$ cat src/rtl/operand_loader.sv
// rtl/operand_loader.sv - four-operand entry stage with push-button load/go and timed start pulse
//
// Captures four WIDTH-bit operands one at a time from the shared din bus on
// rising edges of the load button. Once all four are held, a rising edge of
// the go button fires start for exactly START_LEN clk cycles.
//
// Ports:
//   clk    in   rising-edge system clock
//   clean  in   asynchronous active-high reset
//   din    in   operand value from switches (stable while load is high)
//   load   in   asynchronous button, one capture per rising edge
//   go     in   asynchronous button, fires start when four operands are held
//   a..d   out  captured operands 0..3
//   start  out  start pulse to downstream block, START_LEN cycles
//   count  out  operands captured in the current set, 0..4
//   ready  out  all four operands held, waiting for go
//   busy   out  high while start is driven

module operand_loader #(
  parameter int WIDTH     = 8,
  parameter int START_LEN = 2
) (
  input  logic             clk,
  input  logic             clean,
  input  logic [WIDTH-1:0] din,
  input  logic             load,
  input  logic             go,
  output logic [WIDTH-1:0] a,
  output logic [WIDTH-1:0] b,
  output logic [WIDTH-1:0] c,
  output logic [WIDTH-1:0] d,
  output logic             start,
  output logic [2:0]       count,
  output logic             ready,
  output logic             busy
);

  typedef enum logic [1:0] {
    FILL  = 2'd0,
    READY = 2'd1,
    FIRE  = 2'd2
  } state_t;

  localparam logic [7:0] FIRE_INIT = 8'(START_LEN - 1);

  state_t state, state_d;

  logic load_s1, load_s2, load_prev;
  logic go_s1, go_s2, go_prev;
  logic load_edge, go_edge;

  logic [7:0]       fire_cnt, fire_d;
  logic [WIDTH-1:0] a_d, b_d, c_d, d_d;
  logic [2:0]       count_d;
  logic             start_d, busy_d, ready_d;

  // Edges are taken after the second synchroniser stage, so a button first
  // seen at edge k is acted on at edge k+2; a held button yields one edge.
  assign load_edge = load_s2 & ~load_prev;
  assign go_edge   = go_s2 & ~go_prev;

  always_ff @(posedge clk or posedge clean) begin
    if (clean) begin
      load_s1   <= 1'b0;
      load_s2   <= 1'b0;
      load_prev <= 1'b0;
      go_s1     <= 1'b0;
      go_s2     <= 1'b0;
      go_prev   <= 1'b0;
      state     <= FILL;
      fire_cnt  <= 8'd0;
      a         <= '0;
      b         <= '0;
      c         <= '0;
      d         <= '0;
      count     <= 3'd0;
      start     <= 1'b0;
      busy      <= 1'b0;
      ready     <= 1'b0;
    end else begin
      load_s1   <= load;
      load_s2   <= load_s1;
      load_prev <= load_s2;
      go_s1     <= go;
      go_s2     <= go_s1;
      go_prev   <= go_s2;
      state     <= state_d;
      fire_cnt  <= fire_d;
      a         <= a_d;
      b         <= b_d;
      c         <= c_d;
      d         <= d_d;
      count     <= count_d;
      start     <= start_d;
      busy      <= busy_d;
      ready     <= ready_d;
    end
  end

  always_comb begin
    state_d = state;
    fire_d  = fire_cnt;
    a_d     = a;
    b_d     = b;
    c_d     = c;
    d_d     = d;
    count_d = count;
    start_d = 1'b0;
    busy_d  = 1'b0;
    ready_d = 1'b0;

    case (state)
      FILL: begin
        // go is deliberately ignored here, even on the capture that fills the set
        if (load_edge) begin
          case (count[1:0])
            2'd0:    a_d = din;
            2'd1:    b_d = din;
            2'd2:    c_d = din;
            default: d_d = din;
          endcase
          count_d = count + 3'd1;
          if (count == 3'd3) state_d = READY;
        end
      end
      READY: begin
        // load edges are dropped; go wins a same-cycle collision by construction
        if (go_edge) begin
          state_d = FIRE;
          fire_d  = FIRE_INIT;
        end
      end
      FIRE: begin
        if (fire_cnt == 8'd0) begin
          state_d = FILL;
          count_d = 3'd0;
        end else begin
          fire_d = fire_cnt - 8'd1;
        end
      end
      default: state_d = FILL;
    endcase

    // Outputs are decoded from the next state and registered with it.
    ready_d = (state_d == READY);
    start_d = (state_d == FIRE);
    busy_d  = (state_d == FIRE);
  end

endmodule

$ cat config.mk
export PLATFORM = sky130hd
export DESIGN_NAME = operand_loader
export DESIGN_NICKNAME = d
export VERILOG_FILES = /design/src/rtl/operand_loader.sv
export SDC_FILE = /design/constraint.sdc
export NUM_CORES = 1
export LEC_CHECK = 0
export CAP_MARGIN = 25
export CORE_UTILIZATION = 49
export CTS_BUF_LIST = sky130_fd_sc_hd__clkbuf_4 sky130_fd_sc_hd__clkbuf_8 sky130_fd_sc_hd__clkbuf_16
export DETAILED_ROUTE_END_ITERATION = 10
export PLACE_DENSITY = 0.78
export SETUP_SLACK_MARGIN = 0.5
export SLEW_MARGIN = 20
export SYNTH_ARGS = -nofsm -noshare
export SYNTH_HDL_FRONTEND = slang
export SYNTH_SLANG_ARGS = --single-unit
$ cat constraint.sdc
create_clock -name clk -period 2.06 [get_ports clk]
set_input_delay 0.412 -clock clk [delete_from_list [all_inputs] [get_ports clk]]
set_output_delay 0.412 -clock clk [all_outputs]
set_load 0.005 [all_outputs]
# Yosys cells after proc, flatten, opt, wreduce, memory -nomap -nowiden
# Cells that the tools add are included.
[classes]
addsub = 2
n_bitwise = 5
n_reduce_logical = 12
eq_ne = 11
muxes = 11
[op_table]
columns = ["cell", "n"]
rows = [
  ["3-bit AND reduction", 6],
  ["8-bit 2-to-1 mux", 2],
  ["8-bit one-hot mux with 2 select lines", 1],
  ["8-bit logical NOT", 1],
  ["2-bit 2-to-1 mux", 4],
  ["2-bit inequality test (second input constant)", 4],
  ["8-bit by 1-bit subtractor with 8-bit output (second input constant)", 1],
  ["2-bit by 1-bit == test with 1-bit output (second input constant)", 3],
  ["2-bit == test (second input constant)", 3],
  ["3-bit 2-to-1 mux", 2],
  ["2-bit one-hot mux with 3 select lines", 1],
  ["3-bit one-hot mux with 2 select lines", 1],
  ["2-bit logical NOT", 2],
  ["2-bit nonzero test", 2],
  ["3-bit by 1-bit adder with 3-bit output (second input constant)", 1],
  ["3-bit by 2-bit == test with 1-bit output (second input constant)", 1],
  ["1-bit NOT", 3],
  ["3-bit OR reduction", 1],
  ["1-bit AND", 2],
]
[word_totals]
out_inout_bits = 38
inputBits = 12
reg_bits = 53
word_cells = 56

# Longest topological paths before layout
# Gate-level depths: netlist (run 1).
[logic_depth]
word_depth = 5
depth_mapped = 5

# Worst setup path before layout (run 1)
# OpenSTA, ideal clock, no wires.
[synth_timing]
kind = "reg-to-reg"
start = "register fire_cnt[0]"
end = "register fire_cnt[0]"
setup_ps = 80
path_stages_with_launch = 6
path_buffers = 0
period_less_slack_ps = 1801
arrival_time_ps = 1721
setup_slack_ps = 259
path_cell_list = "dfrtp_1 > inv_1 > ha_1 > or3b_2 > o21ai_0 > mux2i_1"
[synth_via]
elab_chain_len = 3
word_cells_on_any_way = 6
cone_classes = "add/sub (1); eq/ne (1); mux (2); reduce/logical (2)"
[synth_rtl]
columns = ["element", "line", "text"]
rows = [
  ["from (decl)", "52", "logic [7:0] fire_cnt, fire_d;"],
  ["from (signal assigned)", "88", "fire_cnt <= fire_d;"],
  ["8-bit by 1-bit subtractor with 8-bit output or 8-bit logical NOT (tied branches)", "138, 134", ""],
  ["8-bit 2-to-1 mux or 2-bit inequality test (tied branches)", "-", ""],
  ["8-bit one-hot mux with 2 select lines or 3-bit AND reduction (tied branches)", "-", ""],
]
# Several ways; a longest one is shown, not always the timed one. The select of a mux whose other input is x is not followed.
# A chain may end at the register's enable or synchronous reset.

# Worst setup path after layout (run 1)
[layout_timing]
start = "register fire_cnt[3]"
end = "register count[2]"
[layout_via]
elab_chain_len = 3
[layout_rtl]
columns = ["element", "line", "text"]
rows = [
  ["8-bit logical NOT", "134", "if (fire_cnt == 8'd0) begin"],
  ["2-bit inequality test (no source line)", "-", ""],
  ["3-bit AND reduction (no source line)", "-", ""],
  ["to (signal assigned)", "93", "count <= count_d;"],
  ["to (decl)", "33", "output logic [2:0] count,"],
]
# Every way passes these cells.

==> results.py, run 1 <==
metrics = {
    "global_routing": {
        "grt_pass1_vias": 1581,
        "globalRouteMet3Util": 0.0444,
        "use_met2": 0.392,
        "grt_pass1_wl_mm": 7.87,
        "grt_max_degree": 54,
        "overflow": 0,
        "grt_antenna_before_repair": 0,
        "grt_usage": 0.239,
        "top_usage_layer": "met2",
        "grt_use_met1": 0.310,
    },
    "pwr": {
        "p_total_w": 0.00471,
        "ir_drop_uv": 928,
        "p_leak_nw": 1.49,
        "p_per_area_mw_per_mm2": 1480,
    },
    "detailed_routing": {
        "wl_per_cell_um": 19.8,
        "drc": 0,
        "ant_nets": 0,
        "viasPerCell": 5.60,
        "drtIter0Drc": 84,
        "first_pass_iters": 4,
        "vias": 1601,
        "finalWirelength_mm": 5.66,
    },
    "logic_synthesis": {
        "synth_seq_cells": 53,
        "synth_edf_count": 0,
        "syn-cell-area_mm2": 0.00217,
        "ys_warn_count": 0,
        "synth_cells": 153,
        "synth_cell_types": 35,
        "syn_nets": 172,
        "async_flop_share": 1.00,
        "synthFlopType": "dfrtp_1",
        "synth.area.top_cells": "dfrtp_1 61%, mux2_2 16%, ha_1 4.0%, nand2_1 2.1%, mux2i_1 1.4%",
        "synth_area_leader_cell": "dfrtp_1",
        "yosys.area.top_type_share": 0.612,
        "seq_area_frac_synth": 0.612,
        "synth_area_per_cell_um2": 14.2,
    },
    "clock_tree": {
        "cts.sinks": 53,
        "cts_tree": "yes",
        "h-tree-depth": 2,
        "numCtsBuffers": 5,
        "clockBufferDepth": 2,
        "postCtsHoldBufs": 0,
        "cts_root_buf": "clkbuf_8",
        "cts.clk_slew.worst_paths_ns": 0.09,
        "clock_latency_ns": 0.31,
    },
    "job": {
        "cap_violations": 0,
    },
    "layout": {
        "nets": 254,
        "multi_input_area_um2": 947,
        "syn2layout_area_growth_pct": 47.1,
        "n_antenna_cell": 0,
        "mostFrequentLayoutCell": "dfrtp_1",
        "drive_gt1_frac": 0.398,
        "fillers": 241,
        "final_cell_mix": "51 x dfrtp_1, 37 x dlygate4sd2_1, 30 x mux2_2",
        "fin_cells": 286,
        "regArea_mm2": 0.00133,
    },
    "worst_setup_path": {
        "cp_data_arrival_time_ns": 1.97,
        "cp_max_fo": 5,
        "crit_required_ns": 2.23,
        "start_kind": "flop",
        "crit_type": "flop to flop",
        "cp-end-kind": "flop",
    },
    "place": {
        "gp_congestion": 0.766,
        "numPlacedInstances": 249,
        "portBuffers": 49,
        "dp_hpwl_mm": 3.03,
    },
    "die": {
        "initial_core_util": 0.527,
        "die_h_um": 68.5,
        "core_area_mm2": 0.00412,
        "die_area_mm2": 0.00469,
        "io_pins": 50,
        "core.rowCount": 23,
        "die_x_um": 68.5,
    },
    "timing": {
        "finalSetupViolCount": 0,
        "timing.final.hold_violations": 0,
        "max_freq_mhz": 557,
        "fin_crit_ns": 1.80,
        "worst_pin_slew_ns": 0.705,
        "fin_skew_ns": 0.00761,
        "rsz0062_at_grt": "true",
        "maxSlewHeadroom": 0.523,
        "slew_violations": 0,
        "min_period_over_period": 0.872,
        "totalNegativeSetupSlack_ns": 0,
    },
    "worst_hold_path": {
        "hold_class": "flop to flop",
    },
    "status": {
        "status": "finished, final reports clean",
    },
}
through the flow:
step | setup WS, ns | util | hold slack (ns) | instance area (um^2)
floorplan | 0.326 | - | 0.331 | 2210
global placement | 0.232 | 0.668 | 0.334 | 2750
detailed placement | 0.214 | 0.668 | 0.339 | 2750
CTS | 0.397 | 0.745 | 0.359 | 3070
global route | 0.230 | 0.775 | 0.374 | 3190
finish | 0.265 | 0.775 | 0.368 | 3190
state kept, by name, indices dropped and copies added (netlist names):
| signal | count |
|---|---|
| a | 8 |
| b | 8 |
| c | 8 |
| d | 8 |
| fire_cnt | 8 |
| count | 3 |
| state | 2 |
| busy | 1 |
| go_prev | 1 |
| go_s1 | 1 |
| go_s2 | 1 |
| load_prev | 1 |
| load_s1 | 1 |
| load_s2 | 1 |
| ready | 1 |
final timing paths:
check / start / to / slack, ns / depth (start not counted)
max: fire_cnt[3]$_DFFE_PP0P_ / count[2]$_DFFE_PP0P_ / 0.26 / 4
min: load_s1$_DFF_PP0_ / load_s2$_DFF_PP0_ / 0.37 / 0
max reg2reg: fire_cnt[3]$_DFFE_PP0P_ / count[2]$_DFFE_PP0P_ / 0.26 / 4
min reg2reg: load_s1$_DFF_PP0_ / load_s2$_DFF_PP0_ / 0.37 / 0
max in group asynchronous: clean / state[0]$_DFF_PP0_ / 1.30 / 3
min in group asynchronous: clean / a[7]$_DFFE_PP0P_ / 0.52 / 3
logic make-up after synthesis:
group	count (synthesis)	synth area share
adders and majority gates	7	0.0404
AOI/OAI and AO/OA	18	0.0548
DFF	53	0.612
muxes	35	0.180
and+or+nand+nor	30	0.0929
buffers and inverters	10	0.0202
metal layers:
layer | up-vias | share of wire
met1 | 819 | 0.44
li1 | 717 | -
met4 | 0 | 0.027
met2 | 50 | 0.49
met5 | - | 0
met3 | 15 | 0.038
Yosys cell counts, drive strengths merged, types with 3 or more instances:
master,count
a21oi,4
o21ai,3
mux2,32
o31ai,4
nand2,12
mux2i,3
dfrtp,53
inv,6
ha,7
or4b,3
layout make-up:
type / instances / area share
clock inverter: 1 / 0.00942
tap: 50 / 0.0196
sequential: 53 / 0.417
inverter: 6 / 0.00824
clock buffer: 7 / 0.0282
timing repair buffer: 79 / 0.221
multi-input combinational: 90 / 0.297
critical path: stages (launching register included):
cell     delay, ns
dfrtp_1       0.46
or4_4         0.53
buf_4         0.19
nor4b_4       0.35
o22ai_2       0.13
power breakdown:
group	internal [W]	total, W	switching [W]	leakage [nW]
Combinational	0.00124	0.00216	0.000926	0.793
Sequential	0.00149	0.00180	0.000307	0.635
Clock	0.000410	0.000745	0.000336	0.0619
what timing repair did:
action                                  in CTS  in global routing
setup buffers                               20                  9
endpoints found under the setup margin      82                 46
gates cloned                                 0                  0
pin swaps                                    8                  6
gates resized for setup                     58                  9
(Power assumes the default switching activity.)
==> run 2, diff against run 1 <==
ABC_AREA = 1   (was not set)
CORE_UTILIZATION = 50   (was 49)
PLACE_DENSITY = 0.79   (was 0.78)
==> results.py, run 2 <==
metrics = {
    "logic_synthesis": {
        "syn-cell-area_mm2": 0.00230,
        "synthFlopType": "dfrtp_1",
        "synth_edf_count": 0,
        "synth_cells": 232,
        "ys_warn_count": 0,
        "synth_area_per_cell_um2": 9.93,
        "async_flop_share": 1.00,
        "seq_area_frac_synth": 0.575,
        "synth_cell_types": 24,
        "yosys.area.top_type_share": 0.575,
        "synth_commonest_cells": "57 x nand2_1, 53 x dfrtp_1, 28 x o21ai_1",
        "synth_seq_cells": 53,
        "syn_nets": 251,
        "synth_most_common_cell": "nand2_1",
        "synth_area_leader_cell": "dfrtp_1",
        "synth.area.top_cells": "dfrtp_1 58%, nand2_1 9.3%, o21ai_1 6.1%, ha_1 3.8%, inv_1 3.4%",
    },
    "worst_setup_path": {
        "cp-end-kind": "flop",
        "r2r_slack_ns": 0.58,
        "path_buf_inv": 2,
        "slowest_delay_ns": 0.38,
        "critical-path-slowest-cell": "dfrtp_1",
        "cp_data_arrival_time_ns": 1.68,
        "crit_required_ns": 2.26,
        "path_cells": "buf_4 > buf_4 > ha_1 > ha_1 > nor2_1 > o21bai_1",
        "cp_max_fo": 3,
        "crit_family": "adder cells",
        "start_kind": "flop",
        "crit_type": "flop to flop",
    },
    "clock_tree": {
        "numCtsBuffers": 5,
        "cts_root_buf": "clkbuf_8",
        "cts.sinks": 53,
        "clock_latency_ns": 0.31,
        "h-tree-depth": 2,
        "cts.clk_slew.worst_paths_ns": 0.09,
        "clockBufferDepth": 2,
        "cts_tree": "yes",
    },
    "pwr": {
        "combPwrFrac": 0.442,
        "switching_share": 0.362,
        "ir_drop_uv": 779,
        "p_clk_frac": 0.150,
        "p_per_area_mw_per_mm2": 1410,
        "seq_power_share": 0.409,
        "power.internal_w": 0.00268,
        "p_sw_w": 0.00152,
        "p_leak_nw": 1.62,
    },
    "detailed_routing": {
        "first_pass_iters": 4,
        "wl_per_cell_um": 13.1,
        "finalWirelength_mm": 4.55,
        "wl_met1_mm": 1.95,
        "route.met2.wl_mm": 2.20,
        "vias": 1676,
        "drc": 0,
        "ant_nets": 0,
        "viasPerCell": 4.82,
        "wl_met3_um": 306,
        "drtIter0Drc": 88,
        "top_layer_used": "met4",
    },
    "layout": {
        "fillers": 370,
        "nets": 314,
        "drive_gt1_frac": 0.172,
        "final_cell_mix": "57 x nand2_1, 53 x dfrtp_1, 36 x dlygate4sd2_1",
        "final_util": 0.679,
        "n_antenna_cell": 0,
        "fin_area_mm2": 0.00298,
        "syn2layout_area_growth_pct": 29.1,
        "mostFrequentLayoutCell": "nand2_1",
    },
    "timing": {
        "min_period_over_period": 0.718,
        "max_freq_mhz": 676,
        "slew_violations": 0,
        "worst_pin_slew_ns": 0.303,
        "fin_crit_ns": 1.48,
        "rsz0062_at_grt": "false",
        "worst_slack_ns": 0.582,
        "totalNegativeSetupSlack_ns": 0,
        "hold_slack_ns": 0.357,
        "timing.final.hold_violations": 0,
        "fin_skew_ns": 0.00322,
        "finalSetupViolCount": 0,
        "maxSlewHeadroom": 0.797,
    },
    "global_routing": {
        "grt_antenna_before_repair": 0,
        "grt_max_degree": 54,
        "overflow": 0,
        "grt_usage": 0.217,
        "grt_pass1_vias": 1696,
        "grt_pass1_wl_mm": 8.13,
    },
    "die": {
        "die_x_um": 69.9,
        "initial_core_util": 0.526,
        "die_h_um": 69.9,
        "io_pins": 50,
        "die_area_mm2": 0.00488,
        "core_area_mm2": 0.00438,
        "core.rowCount": 24,
    },
    "place": {
        "placed_area_mm2": 0.00283,
        "gp_congestion": 0.896,
        "dp_hpwl_mm": 3.22,
        "portBuffers": 49,
        "place_ws_ns": 0.561,
    },
    "worst_hold_path": {
        "hold_class": "flop to flop",
    },
    "status": {
        "status": "finished, final reports clean",
    },
    "job": {
        "cap_violations": 0,
    },
}
## run 2: cell count changes in the layout (fill, tap and decap cells not counted), moves of 6 or more
| cell | change |
|---|---|
| mux2_2 | -30 |
| nor2_1 | +14 |
| nand3_1 | +8 |
| nand2_1 | +49 |
| o21ai_1 | +27 |
| o21ai_2 | +9 |
| inv_1 | +16 |
| buf_4 | -15 |
| nand2_4 | +6 |
## run 2: cell type report
class	count	area, um^2	share of cell area
clock inverters	1	5.00	0.00168
repair buffers	61	553	0.186
flip-flops and latches	53	1330	0.446
clock buffers	7	96.3	0.0324
multi-input cells	147	817	0.275
well taps	52	65.1	0.0219
inverters	27	113	0.0378
## run 2: kinds of logic (layout without fill, tap and decap cells)
group                      Yosys count  count (layout)  synth area share
AOI/OAI and AO/OA                   39              39             0.100
xor gates and xnor gates             3               3            0.0114
buffers and inverters               32              96            0.0700
DFF                                 53              53             0.575
and+or+nand+nor                     98              98             0.205
adders and majority gates            7               7            0.0380
## run 2: timing repair
action / CTS / global route
gates cloned: 0 / 0
buffers inserted: 6 / 5
hold buffers: 0 / 0
setup endpoints to repair: 37 / 9
gates resized for setup: 36 / 3
## run 2: worst register-to-register path: cells and delay by family (launching register included)
family / cells / cell delay (ns)
AO/OA/AOI/OAI: 1 / 0.14
adder cells (fa/ha/maj): 2 / 0.56
buffers and inverters: 2 / 0.26
flip-flops: 1 / 0.38
AND/OR/NAND/NOR: 1 / 0.04
## run 2: worst paths after layout
check | start | to | depth (start not counted)
setup / recovery | count[0]$_DFFE_PP0P_ | count[2]$_DFFE_PP0P_ | 6
hold / removal | load_s1$_DFF_PP0_ | load_s2$_DFF_PP0_ | 0
setup reg to reg | count[0]$_DFFE_PP0P_ | count[2]$_DFFE_PP0P_ | 6
hold reg to reg | load_s1$_DFF_PP0_ | load_s2$_DFF_PP0_ | 0
max in group asynchronous | clean | b[6]$_DFFE_PP0P_ | 3
min in group asynchronous | clean | c[1]$_DFFE_PP0P_ | 3
## run 2: through the flow
stage / instances / total power [W]
floorplan: 232 / 0.00276
global placement: 329 / 0.00366
detailed placement: 329 / 0.00373
CTS: 343 / 0.00420
global route: 348 / 0.00457
finish: 348 / 0.00420
## run 2: routing by layer
metal | vias up | GRT usage
met5 | - | 0
met4 | 0 | 0.0800
met3 | 9 | 0.0765
met2 | 42 | 0.356
met1 | 771 | 0.264
li1 | 854 | -
## run 2: power groups by stage
stage          sequential (W)  clock [W]  combinational (W)
2_1_floorplan         0.00175          0            0.00101
3_3_place_gp          0.00175          0            0.00191
3_5_place_dp          0.00175          0            0.00197
4_1_cts               0.00171   0.000644            0.00184
5_1_grt               0.00178   0.000681            0.00211
6_report              0.00172   0.000628            0.00186
==> RTL edit, RTL diff (flow settings as in run 1) <==
Put one more register stage on the output `count`. The value now appears one clock later. The other outputs are not delayed to match.
--- a/src/rtl/operand_loader.sv
+++ b/src/rtl/operand_loader.sv
@@ -44,4 +44,6 @@
   localparam logic [7:0] FIRE_INIT = 8'(START_LEN - 1);
 
+  logic [2:0] count_s0;
+
   state_t state, state_d;
 
@@ -74,5 +76,5 @@
       c         <= '0;
       d         <= '0;
-      count     <= 3'd0;
+      count_s0  <= 3'd0;
       start     <= 1'b0;
       busy      <= 1'b0;
@@ -91,5 +93,5 @@
       c         <= c_d;
       d         <= d_d;
-      count     <= count_d;
+      count_s0  <= count_d;
       start     <= start_d;
       busy      <= busy_d;
@@ -105,5 +107,5 @@
     c_d     = c;
     d_d     = d;
-    count_d = count;
+    count_d = count_s0;
     start_d = 1'b0;
     busy_d  = 1'b0;
@@ -114,5 +116,5 @@
         // go is deliberately ignored here, even on the capture that fills the set
         if (load_edge) begin
-          case (count[1:0])
+          case (count_s0[1:0])
             2'd0:    a_d = din;
             2'd1:    b_d = din;
@@ -120,6 +122,6 @@
             default: d_d = din;
           endcase
-          count_d = count + 3'd1;
-          if (count == 3'd3) state_d = READY;
+          count_d = count_s0 + 3'd1;
+          if (count_s0 == 3'd3) state_d = READY;
         end
       end
@@ -148,4 +150,8 @@
   end
 
+  always_ff @(posedge clk) begin
+    count <= count_s0;
+  end
+
 endmodule
 
Formal check against the unedited RTL: not equivalent (Yosys sat finds a counterexample within 4 cycles, from zero or initial values).
==> RTL edit against run 1 <==
Synthesized area up 4.8%. Total power down 6.7%. Hold slack worse by 0.0055 ns. Synthesized cell count up 4.6%. Sequential cell count up 3. Clock power down 19%. Non-clock buffer count down 12. Wire length down 16%. Cell area down 2.2%. Setup slack better by 0.13 ns. Die area up 4.7%.
==> RTL edit: results (changes against run 1) <==
* Syn Nets at 179 (was 172)
* Nets at 247 (was 254)
* Largest net degree at the start of global routing at 42 (was 54)
* First element of the critical path: fire_cnt[1] (was fire_cnt[3])
* Hpwl dp at 3170 microns (was 3030 microns)
* Path type of the worst min-delay path: reg2reg (unchanged)
* Fill cells at 305 (was 241)
* Seq/Total Area, Yosys at 61.0% (was 61.2%)
* Root Buffer: clkbuf_8 (unchanged)
* Drt first-iter violations at 111 (was 84)
* Post-synth ARST share at 94.6% (was 100%)
* Worst hold start: load_s1 (unchanged)
* Synth unique cells at 38 (was 35)
* Peak VDD IR at 891 uV (was 928 uV)
* H-Tree Depth at 2 (unchanged)
* Synth warnings at 0 (unchanged)
* Layout Skew at 0.0119 ns (was 0.00761 ns)
* Clock slew at reported path FFs at 0.09 ns (about the same)
* CTS Buf Count at 5 (unchanged)
* Peak fanout along the critical path at 7 (was 5)
* Drt first pass iters at 4 (unchanged)
* Pleak at 1.46 nW (was 1.49 nW)
* DP Worst Slack at 0.153 ns (was 0.214 ns)
* Initial antenna violation count at 0 (unchanged)
* Routed wire length at 4770 microns (was 5660 microns)
* Vias in the first global route at 1660 (was 1581)
* Clock Path Buffers at 2 (unchanged)
* Status: completed (unchanged)
* Slowest stage cell, crit path: or3b_4 (was or4_4)
* Post-synth top cells: dfrtp_1 (53), mux2_2 (31), nand2_1 (11), ha_1 (7) (was dfrtp_1 (53), mux2_2 (30), nand2_1 (12), ha_1 (7), inv_1 (6))
* First-pass GRT wire length at 7860 microns (was 7870 microns)
* Top cells by area, synth: dfrtp_1 (58%), mux2_2 (15%), ha_1 (3.9%), dfxtp_1 (2.6%), mux2i_1 (2.6%) (was dfrtp_1 (61%), mux2_2 (16%), ha_1 (4.0%), nand2_1 (2.1%), mux2i_1 (1.4%))
* Total GRT Usage at 21.1% (was 23.9%)
* Clk_lat worst skew at 0.31 ns (about the same)
* Layout cells sized above 1 at 34.9% (was 39.8%)
* Arrival @ worst endpoint at 1.86 ns (was 1.97 ns)
* Routed vias at 1523 (was 1601)
* Max incr delay on CP at 0.44 ns (was 0.53 ns)
* Antenna fix cells at 0 (unchanged)
* Gpl congestion at 0.806 (was 0.766)
* Number of port buffers at 49 (unchanged)
* Slew @ Worst Pin at 0.381 ns (was 0.705 ns)
[RTL edit: cell types whose count changed after synthesis, sizes merged, moves of 2 or more]
| cell | run 1 | this run |
|---|---|---|
| nand2 | 12 | 15 |
| mux2i | 3 | 6 |
| buf | 2 | 4 |
| dfxtp | 0 | 3 |
| o31ai | 4 | 1 |
[RTL edit: timing repair]
action                     CTS  global route
gates cloned                 0             0
hold endpoints to repair     0             0
hold buffers                 0             0
gates resized for setup     47            10
buffers inserted            13             4
pin swaps                    6             3
setup endpoints to repair   80            45
[RTL edit: stage by stage]
| stage | hold slack [ns] | power [mW] | instance area (sq um) | std cells |
|---|---|---|---|---|
| after global routing | 0.369 | 4.67 | 3120 | 281 |
| final | 0.363 | 4.39 | 3120 | 281 |
| after global placement | 0.331 | 3.60 | 2840 | 256 |
| after floorplan | 0.331 | 2.77 | 2320 | 160 |
| after detailed placement | 0.345 | 3.70 | 2840 | 256 |
| after CTS | 0.366 | 4.29 | 3030 | 277 |
[RTL edit: routing by layer]
| metal | part of all wire, % | global-route usage, % | wire, microns | vias up |
|---|---|---|---|---|
| met2 | 50 | 36.1 | 2410 | 47 |
| met5 | 0 | 0 | 0 | - |
| met3 | 3.9 | 3.61 | 186 | 9 |
| met1 | 43 | 26.4 | 2070 | 772 |
| li1 | - | - | - | 695 |
| met4 | 2.3 | 8.67 | 108 | 0 |
[RTL edit: where the power goes]
group / switching (mW) / internal [mW]
Combinational: 0.779 / 1.10
Sequential: 0.329 / 1.58
Clock: 0.337 / 0.269
Total: 1.44 / 2.95
[RTL edit: logic make-up (layout without fill, tap and decap cells)]
logic type	count (synthesis)	after routing	share of synthesized area, %
flip-flops	56	56	61.0
multiplexers	38	38	18.5
AND/OR/NAND/NOR	34	34	10.4
AO/OA/AOI/OAI	13	13	3.69
buffers and inverters	12	81	2.53
adder cells (fa/ha/maj)	7	7	3.85
[RTL edit: final cells by class]
type,count,share of cell area (%)
repair buffers,67,19.5
well taps,52,2.09
inverters,6,0.842
clock buffers,6,2.65
multi-input cells,92,30.1
clock inverters,2,0.321
flip-flops and latches,56,44.5
[RTL edit: worst paths after layout]
path                               endpoint  slack (ns)  cells past startpoint
worst min-delay path                load_s2        0.36                      0
worst min register to register      load_s2        0.36                      0
worst max register to register  count_s0[0]        0.39                      5
worst max-delay path            count_s0[0]        0.39                      5
min in group asynchronous              a[7]        0.41                      2
max in group asynchronous          state[1]        1.15                      3
[RTL edit: critical path: cells and delay by family (launching register included)]
family | cells | cell delay (ns)
fa+ha+maj | 1 | 0.13
compound gates | 1 | 0.13
flops | 1 | 0.41
buf+inv | 1 | 0.10
simple gates | 2 | 0.79
